$ cat config.mk
export PLATFORM = sky130hd
export DESIGN_NAME = mem_access_unit
export DESIGN_NICKNAME = d
export VERILOG_FILES = /design/src/rtl/mem_pkg.sv /design/src/rtl/mau_lane.sv /design/src/rtl/mem_access_unit.sv
export SDC_FILE = /design/constraint.sdc
export NUM_CORES = 1
export LEC_CHECK = 0
export ABC_AREA = 1
export CORE_UTILIZATION = 30
export DETAILED_ROUTE_END_ITERATION = 12
export DONT_BUFFER_PORTS = 1
export SLEW_MARGIN = 10
export SYNTH_ARGS = -nofsm -noshare
export SYNTH_HDL_FRONTEND = slang
export SYNTH_SLANG_ARGS = --single-unit
$ cat constraint.sdc
create_clock -name clk -period 4.3 [get_ports clk]
set_input_delay 1.075 -clock clk [delete_from_list [all_inputs] [get_ports clk]]
set_output_delay 1.075 -clock clk [all_outputs]
set_load 0.01 [all_outputs]
$ cat src/rtl/mem_pkg.sv
// Shared types for the load/store front-end: access sizes, FSM states and
// the alignment rule used at request accept.
package mem_pkg;

    typedef enum logic [1:0] {
        SZ_BYTE = 2'b00,
        SZ_HALF = 2'b01,
        SZ_WORD = 2'b10,
        SZ_ILL  = 2'b11
    } mem_size_t;

    typedef enum logic [2:0] {
        ST_IDLE = 3'd0,
        ST_RD   = 3'd1,
        ST_WAIT = 3'd2,
        ST_WR   = 3'd3,
        ST_RESP = 3'd4
    } mau_state_t;

    localparam int BYTES_PER_WORD = 4;

    // True when the access can never reach the RAM: bad size or misaligned.
    function automatic logic access_err(input mem_size_t size, input logic [1:0] offset);
        case (size)
            SZ_HALF: return offset[0];
            SZ_WORD: return offset != 2'b00;
            SZ_ILL:  return 1'b1;
            default: return 1'b0;
        endcase
    endfunction

endpackage

$ cat src/rtl/mau_lane.sv
// Byte-lane steering for a 32-bit little-endian word: extracts and extends
// load data, and merges sub-word store data into an old word.
module mau_lane
    import mem_pkg::*;
(
    input  logic [31:0] ld_word,
    input  logic [1:0]  offset,
    input  mem_size_t   size,
    input  logic        is_signed,
    input  logic [31:0] st_old,
    input  logic [31:0] st_new,
    output logic [31:0] ld_data,
    output logic [31:0] st_word
);

    logic [7:0]  ld_byte;
    logic [15:0] ld_half;

    // NOTE: every output gets a default before the case so no path can leave
    // a value unassigned and infer a latch.
    always_comb begin
        ld_byte = ld_word[7:0];
        case (offset)
            2'd1:    ld_byte = ld_word[15:8];
            2'd2:    ld_byte = ld_word[23:16];
            2'd3:    ld_byte = ld_word[31:24];
            default: ld_byte = ld_word[7:0];
        endcase
        ld_half = offset[1] ? ld_word[31:16] : ld_word[15:0];

        ld_data = ld_word;
        case (size)
            SZ_BYTE: ld_data = {{24{is_signed & ld_byte[7]}}, ld_byte};
            SZ_HALF: ld_data = {{16{is_signed & ld_half[15]}}, ld_half};
            default: ld_data = ld_word;
        endcase
    end

    always_comb begin
        st_word = st_old;
        case (size)
            SZ_BYTE: begin
                case (offset)
                    2'd1:    st_word[15:8]  = st_new[7:0];
                    2'd2:    st_word[23:16] = st_new[7:0];
                    2'd3:    st_word[31:24] = st_new[7:0];
                    default: st_word[7:0]   = st_new[7:0];
                endcase
            end
            SZ_HALF: begin
                if (offset[1]) st_word[31:16] = st_new[15:0];
                else           st_word[15:0]  = st_new[15:0];
            end
            default: st_word = st_new;
        endcase
    end

endmodule

$ cat src/rtl/mem_access_unit.sv
// Load/store front-end driving a word-wide single-port RAM with one-cycle
// read latency. Optional request counters are enabled by MAU_STATS_EN.
module mem_access_unit
    import mem_pkg::*;
#(
    parameter int ADDR_W = 6,
    parameter int DATA_W = 32
) (
    input  logic              clk,
    input  logic              rst_n,
    input  logic              req_valid,
    output logic              req_ready,
    input  logic              req_we,
    input  logic [1:0]        req_size,
    input  logic              req_signed,
    input  logic [ADDR_W+1:0] req_addr,
    input  logic [DATA_W-1:0] req_wdata,
    output logic              rsp_valid,
    output logic [DATA_W-1:0] rsp_rdata,
    output logic              rsp_err,
`ifdef MAU_STATS_EN
    output logic [15:0]       stat_loads,
    output logic [15:0]       stat_stores,
    output logic [15:0]       stat_errs,
`endif
    output logic              ram_we,
    output logic [ADDR_W-1:0] ram_addr,
    output logic [DATA_W-1:0] ram_wdata,
    input  logic [DATA_W-1:0] ram_rdata
);

    localparam int OFF_W = $clog2(BYTES_PER_WORD);

    mau_state_t        state;
    logic              cap_we;
    logic              cap_signed;
    mem_size_t         cap_size;
    logic [OFF_W-1:0]  cap_off;
    logic [DATA_W-1:0] cap_wdata;
    mem_size_t         req_sz;
    logic [DATA_W-1:0] ld_data;
    logic [DATA_W-1:0] st_word;

    assign req_sz    = mem_size_t'(req_size);
    assign req_ready = (state == ST_IDLE);
    assign rsp_valid = (state == ST_RESP);

    // The old word for a read-modify-write is the same RAM read a load uses.
    mau_lane u_lane (
        .ld_word   (ram_rdata),
        .offset    (cap_off),
        .size      (cap_size),
        .is_signed (cap_signed),
        .st_old    (ram_rdata),
        .st_new    (cap_wdata),
        .ld_data   (ld_data),
        .st_word   (st_word)
    );

    // NOTE: all state here is updated with non-blocking assignments so every
    // register samples pre-edge values regardless of statement order.
    always_ff @(posedge clk or negedge rst_n) begin
        if (!rst_n) begin
            state      <= ST_IDLE;
            cap_we     <= 1'b0;
            cap_signed <= 1'b0;
            cap_size   <= SZ_BYTE;
            cap_off    <= '0;
            cap_wdata  <= '0;
            rsp_rdata  <= '0;
            rsp_err    <= 1'b0;
            ram_we     <= 1'b0;
            ram_addr   <= '0;
            ram_wdata  <= '0;
        end else begin
            case (state)
                ST_IDLE: begin
                    if (req_valid) begin
                        cap_we     <= req_we;
                        cap_signed <= req_signed;
                        cap_size   <= req_sz;
                        cap_off    <= req_addr[OFF_W-1:0];
                        cap_wdata  <= req_wdata;
                        if (access_err(req_sz, req_addr[OFF_W-1:0])) begin
                            rsp_err   <= 1'b1;
                            rsp_rdata <= '0;
                            state     <= ST_RESP;
                        end else if (req_we && req_sz == SZ_WORD) begin
                            ram_addr  <= req_addr[ADDR_W+1:OFF_W];
                            ram_wdata <= req_wdata;
                            ram_we    <= 1'b1;
                            state     <= ST_WR;
                        end else begin
                            ram_addr <= req_addr[ADDR_W+1:OFF_W];
                            state    <= ST_RD;
                        end
                    end
                end
                ST_RD: state <= ST_WAIT;
                ST_WAIT: begin
                    if (cap_we) begin
                        ram_wdata <= st_word;
                        ram_we    <= 1'b1;
                        state     <= ST_WR;
                    end else begin
                        rsp_rdata <= ld_data;
                        rsp_err   <= 1'b0;
                        state     <= ST_RESP;
                    end
                end
                ST_WR: begin
                    ram_we    <= 1'b0;
                    rsp_rdata <= '0;
                    rsp_err   <= 1'b0;
                    state     <= ST_RESP;
                end
                ST_RESP: state <= ST_IDLE;
                default: state <= ST_IDLE;
            endcase
        end
    end

`ifdef MAU_STATS_EN
    always_ff @(posedge clk or negedge rst_n) begin
        if (!rst_n) begin
            stat_loads  <= '0;
            stat_stores <= '0;
            stat_errs   <= '0;
        end else if (state == ST_RESP) begin
            if (rsp_err) begin
                if (stat_errs != 16'hFFFF) stat_errs <= stat_errs + 16'd1;
            end else if (cap_we) begin
                if (stat_stores != 16'hFFFF) stat_stores <= stat_stores + 16'd1;
            end else begin
                if (stat_loads != 16'hFFFF) stat_loads <= stat_loads + 16'd1;
            end
        end
    end
`endif

endmodule
Word level (Yosys, flattened, before mapping)
Cells that the tools add are included.
{"block": "word_totals", "register_bits": 113, "word_cells": 79, "inputBits": 79}
{"block": "classes", "reduce_logical": 12, "n_bitwise": 3, "mux": 36, "n_eq_ne": 17}
{"operator": "$mux W32", "count": 7}
{"operator": "$pmux W32 S2", "count": 3}
{"operator": "$pmux W32 S3", "count": 1}
{"operator": "$mux W16", "count": 3}
{"operator": "$mux W8", "count": 4}
{"operator": "$pmux W8 S3", "count": 1}
{"operator": "$pmux W3 S4", "count": 1}
{"operator": "$reduce_and A5 Y1", "count": 2}
{"operator": "$mux W1", "count": 9}
{"operator": "$mux W3", "count": 3}
{"operator": "$pmux W1 S3", "count": 3}
{"operator": "$eq A2 B2 Y1 const B", "count": 4}
{"operator": "$ne A2 B2 Y1 const B", "count": 4}
{"operator": "$eq A2 B1 Y1 const B", "count": 3}
{"operator": "$eq A3 B2 Y1 const B", "count": 2}
{"operator": "$ne A2 B1 Y1 const B", "count": 2}
{"operator": "$reduce_and A4 Y1", "count": 1}
{"operator": "$reduce_bool A2 Y1", "count": 2}
{"operator": "$eq A3 B1 Y1 const B", "count": 1}
{"operator": "$eq A3 B3 Y1 const B", "count": 1}
{"operator": "$logic_not A3 Y1", "count": 1}
{"operator": "$reduce_and A3 Y1", "count": 1}
{"operator": "$reduce_bool A3 Y1", "count": 1}
{"operator": "$reduce_or A3 Y1", "count": 1}
{"operator": "other kinds (6)", "count": 7}

Depth between registers and ports, before layout
{"block": "depth", "depth_word": 7, "depth_mapped": 12, "ltp_nobuf": 10}

By module
A second synthesis with hierarchy kept.
{"block": "unflattened", "hier_cells": 1112, "area_unflattened_um2": 7394.6}
{"module": "mem_access_unit", "cells_each": 691, "n_inst": 1, "area_per_inst_um2": 5381.4}
{"module": "mau_lane", "cells_each": 421, "n_inst": 1, "area_per_inst_um2": 2013.2}

Worst setup path before layout
Ideal clock, no wire load.
{"block": "synth_path", "path_type": "input port to flip-flop", "startpoint": "in req_valid", "endpoint": "reg rsp_rdata[10]", "cell_stages": 9, "slack_ps": 2262, "t_arrival_ps": 1973, "path_cell_list": "inv_1 nand3_1 nand2_1 nor2_1 nand3_2 inv_2 buf_4 nand3_1 nand2_1"}
{"block": "synth_between", "elab_chain_len": 2}
{"element": "start, declared", "line_no": "mem_access_unit.sv:11", "source": "input logic req_valid,"}
{"element": "$ne A2 B2 Y1 (no source line)"}
{"element": "$reduce_and A4 Y1 (no source line)"}
{"element": "end signal, assigned", "line_no": "mem_access_unit.sv:106", "source": "rsp_rdata <= ld_data;"}
{"element": "end, declared", "line_no": "mem_access_unit.sv:19", "source": "output logic [DATA_W-1:0] rsp_rdata,"}
No other way between the ends.
A chain may end at the register's enable or synchronous reset.

Worst setup path in the final report
{"block": "layout_path", "startpoint": "reg cap_size[1]", "endpoint": "reg ram_wdata[0]"}
{"block": "layout_between", "elab_chain_len": 4, "word_cells_on_any_way": 5, "cone_classes": "eq/ne: 1; mux: 3; reduce/logical: 1"}
{"element": "start, declared", "line_no": "mem_access_unit.sv:37", "source": "mem_size_t cap_size;"}
{"element": "start signal, assigned", "line_no": "mem_access_unit.sv:81", "source": "cap_size <= req_sz;"}
{"element": "$eq A2 B1 Y1 / $logic_not A2 Y1 (equally long branches)", "line_no": "mau_lane.sv:41", "source": "case (size)"}
{"element": "$pmux W32 S2 *", "line_no": "mau_lane.sv:41"}
{"element": "$mux W32 *", "line_no": "mem_access_unit.sv:101", "source": "if (cap_we) begin"}
{"element": "$pmux W32 S2 *", "line_no": "mem_access_unit.sv:76", "source": "case (state)"}
{"element": "end signal, assigned", "line_no": "mem_access_unit.sv:90", "source": "ram_wdata <= req_wdata;"}
{"element": "end signal, assigned", "line_no": "mem_access_unit.sv:102", "source": "ram_wdata <= st_word;"}
{"element": "end, declared", "line_no": "mem_access_unit.sv:28", "source": "output logic [DATA_W-1:0] ram_wdata,"}
Every way passes the cells marked *; elsewhere a longest branch is shown, timed or not. The select of a mux whose other input is x is not followed.

==> results.md <==
| Quantity | Reported |
|---|---|
| Die area | 21800 um2 |
| Total wirelength of the detailed-routed design | 21300 um |
| Number of buffers inserted to repair setup after CTS | 0 |
| Critical path startpoint category | flop |
| Number of endpoints with negative hold slack in the final report | 0 |
| Capture point of the worst reg-to-reg path | ram_wdata[0]$_DFFE_PN0P_ |
| Wire per inst | 18.3 um |
| Max-slew violation count | 0 |
| Top cell type's share of synthesized area | 0.445 |
| Maximum achievable frequency | 349 MHz |
| Unique masters post-synth | 29 |
| First element of the critical path | cap_size[1]$_DFFE_PN0P_ |
| Most used flip-flop cell after synthesis | dfrtp_1 |
| Class of the most critical hold timing path | in2async |
| Startpoint-to-endpoint class of the critical path | reg2reg |
| Cell depth of the worst flop-to-flop path | 8 |
| Clk_lat worst skew | 0.42 ns |
| Number of buffers inserted during clock tree synthesis | 17 |
| Crit Path Max Fanout | 31 |
| Clock transition at the register clock pins on the worst setup and hold paths after CTS | 0.06 ns |
| Count of unresolved DRC violations after routing | 0 |
| Synthesis-to-layout area growth | 11.8% |
| CTS H-Tree Depth | 4 |
| Leakage | 3.68 nW |
| Count of buffers from port buffering | 0 |
| Clock tree from TritonCTS | yes |
| Slowest stage cell, crit path | dfrtp_1 |
| Pin count of the biggest net entering global routing | 114 |
| Setup TNS after final layout | 0 ns |
| Via count normalized by instance count | 5.00 |
| Largest incremental delay on the critical path | 0.78 ns |
| Detail Placement HPWL | 15600 um |
| Post-Synthesis Net Count | 982 |
| Final critical delay including setup and external delays | 2.87 ns |
| CTS resizes | 0 |
| Most used cell, CP | nand2_1 |
| Wire length of the first global-routing pass | 33200 um |
| Status | finished, final reports clean |
| Via total after detailed routing | 5810 |
| Clock sink count | 113 |
| Initial antenna violation count | 0 |
| Total power density per cell area | 784 nW/um2 |
| All-Layer GR Usage | 0.202 |
| Total Power | 5.57 mW |
| Slack of the worst reg-to-reg path | 1.43 ns |
| Height of the die | 148 um |
| Number of max-cap violations | 0 |
| Sum of buffers and inverters on the critical path | 0 |
| Clock tree root driver cell | clkbuf_16 |
| Part of the Yosys area used for sequential elements | 0.445 |
| Data arrival time of the critical path | 3.19 ns |
| Antenna viol nets, final | 0 |
| Total congestion overflow after global routing | 0 |
| Critical register-to-register path startpoint | cap_size[1]$_DFFE_PN0P_ |
| Mean cell area of the mapped netlist | 7.04 um2 |
| Most common library cells after synthesis | 372 x nand2_1, 113 x dfrtp_1, 77 x nand3_1 |
| Maximum clock path buffer count | 2 |
| Endpoint kind of the worst setup timing path | flop |
| Most common cell in the synthesized netlist | nand2_1 |
| IR Drop Worst-Case VDD | 0.255 mV |
| Number of flip-flops and latches in the synthesized netlist | 113 |
| Setup repair after global routing missed its margin | no |
| Number of I/O pins | 153 |
| Yosys warns | 0 |
| Count of flip-flops with a built-in enable after synthesis | 0 |
| Count of mapped cells out of synthesis | 903 |
| First drt pass iteration count | 5 |
| Maximum clock skew at final layout | 0.00607 ns |
| Proportion of layout cells with a drive suffix above 1 | 0.0773 |
| Actual transition at the worst max-transition pin | 1.16 ns |
| X dimension of the die | 148 um |
| Vias in the first global route | 5702 |
| Remaining max-slew budget at the tightest pin | 0.223 |
| Antenna cell count | 0 |
| Chain of cells forming the critical path | nor2_4, nand2_1, nand2_1, nand2_1, nand3_1, o21ai_0, nand2_1, nand2_1 |
| Starting density of the core | 0.310 |
| Top post-synthesis cells by area | dfrtp_1 44%, nand2_1 22%, nand3_1 6.1%, o21ai_0 5.5%, inv_1 4.3% |
| Total Nets Final | 959 |
| Leading area contributor after synthesis | dfrtp_1 |
| Number of core rows | 52 |
| CTS Hold Bufs | 0 |
| Area of the mapped netlist | 6360 um2 |
| Last weighted congestion value of the routability-driven placer | 0.873 |
| Final critical-path share of the clock period | 0.667 |
| Kind of cell with the highest combined delay on the critical path | simple AND/OR/NAND/NOR gates |
| Share of flip-flops with an asynchronous set or reset | 1.00 |
| Worst path required time | 4.62 ns |
| Iteration-0 DRC count of the detailed router | 396 |
| Finish-stage setup viols | 0 |
| Core Region | 20500 um2 |
## worst max path at each step
stage / to / cells past startpoint
2_1_floorplan: rsp_rdata[10]$_DFFE_PN0P_ / 9
3_3_place_gp: rsp_rdata[9]$_DFFE_PN0P_ / 8
3_5_place_dp: rsp_rdata[15]$_DFFE_PN0P_ / 8
4_1_cts: ram_wdata[0]$_DFFE_PN0P_ / 8
5_1_grt: ram_wdata[0]$_DFFE_PN0P_ / 8
6_report: ram_wdata[0]$_DFFE_PN0P_ / 8
## placed cells by master, fill, tap and decap left out, drive strengths merged, types with 6 or more instances in the layout
cell    count
dfrtp     113
a31oi       6
nand2     375
inv        79
mux2       17
nor2       48
o21ai      73
o211ai     12
nand3      80
clkbuf     19
a21oi      44
## logic make-up (layout without fill, tap and decap cells)
logic type             Yosys count  count (layout)  share of synthesized area
flip-flops                     113             113                      0.445
AND/OR/NAND/NOR                507             507                      0.323
buffers and inverters          126             116                     0.0848
AO/OA/AOI/OAI                  140             140                      0.118
multiplexers                    17              17                     0.0301
## worst reg2reg max path, stage by stage (launching register included)
cell	delay [ns]
dfrtp_1	0.78
nor2_4	0.57
nand2_1	0.56
nand2_1	0.41
nand2_1	0.12
nand3_1	0.08
o21ai_0	0.09
nand2_1	0.09
nand2_1	0.05
## registers in the layout, summed over array words and instances (netlist names)
register,flops
cap_wdata,32
ram_wdata,32
rsp_rdata,32
ram_addr,6
state,3
cap_off,2
cap_size,2
cap_signed,1
cap_we,1
ram_we,1
rsp_err,1
## per-stage QoR
stage          area, um2  hold slack [ns]   util  setup WS, ns  std cells
2_1_floorplan       6360            0.453      -          2.26        903
3_3_place_gp        6500            0.469  0.317          1.47       1131
3_5_place_dp        6500            0.474  0.317          1.42       1131
4_1_cts             7110            0.328  0.347          1.54       1163
5_1_grt             7110            0.330  0.347          1.21       1163
6_report            7110            0.349  0.347          1.43       1163
## per-layer routing
layer / global-route usage / vias to the layer above / wire, um
met5: 0 / - / 0
met4: 0.0753 / 0 / 436
met3: 0.0892 / 28 / 2710
met2: 0.301 / 231 / 9190
met1: 0.257 / 2712 / 8960
li1: - / 2839 / -
## report_power, final
group	total (mW)	internal [mW]	leakage, nW	switching [mW]
logic	2.01	0.647	1.96	1.37
registers	2.09	1.50	1.44	0.589
clock network	1.47	0.939	0.287	0.528
total	5.57	3.09	3.68	2.49
## final cells by class
type                    instances  area [um2]
clock buffers                  19         453
well taps                     270         338
repair buffers                  5        37.5
clock inverters                13         160
fillers                      2207       13400
multi-input cells             664        3000
inverters                      79         297
flip-flops and latches        113        2830
Power figures use the tool's default switching activity.
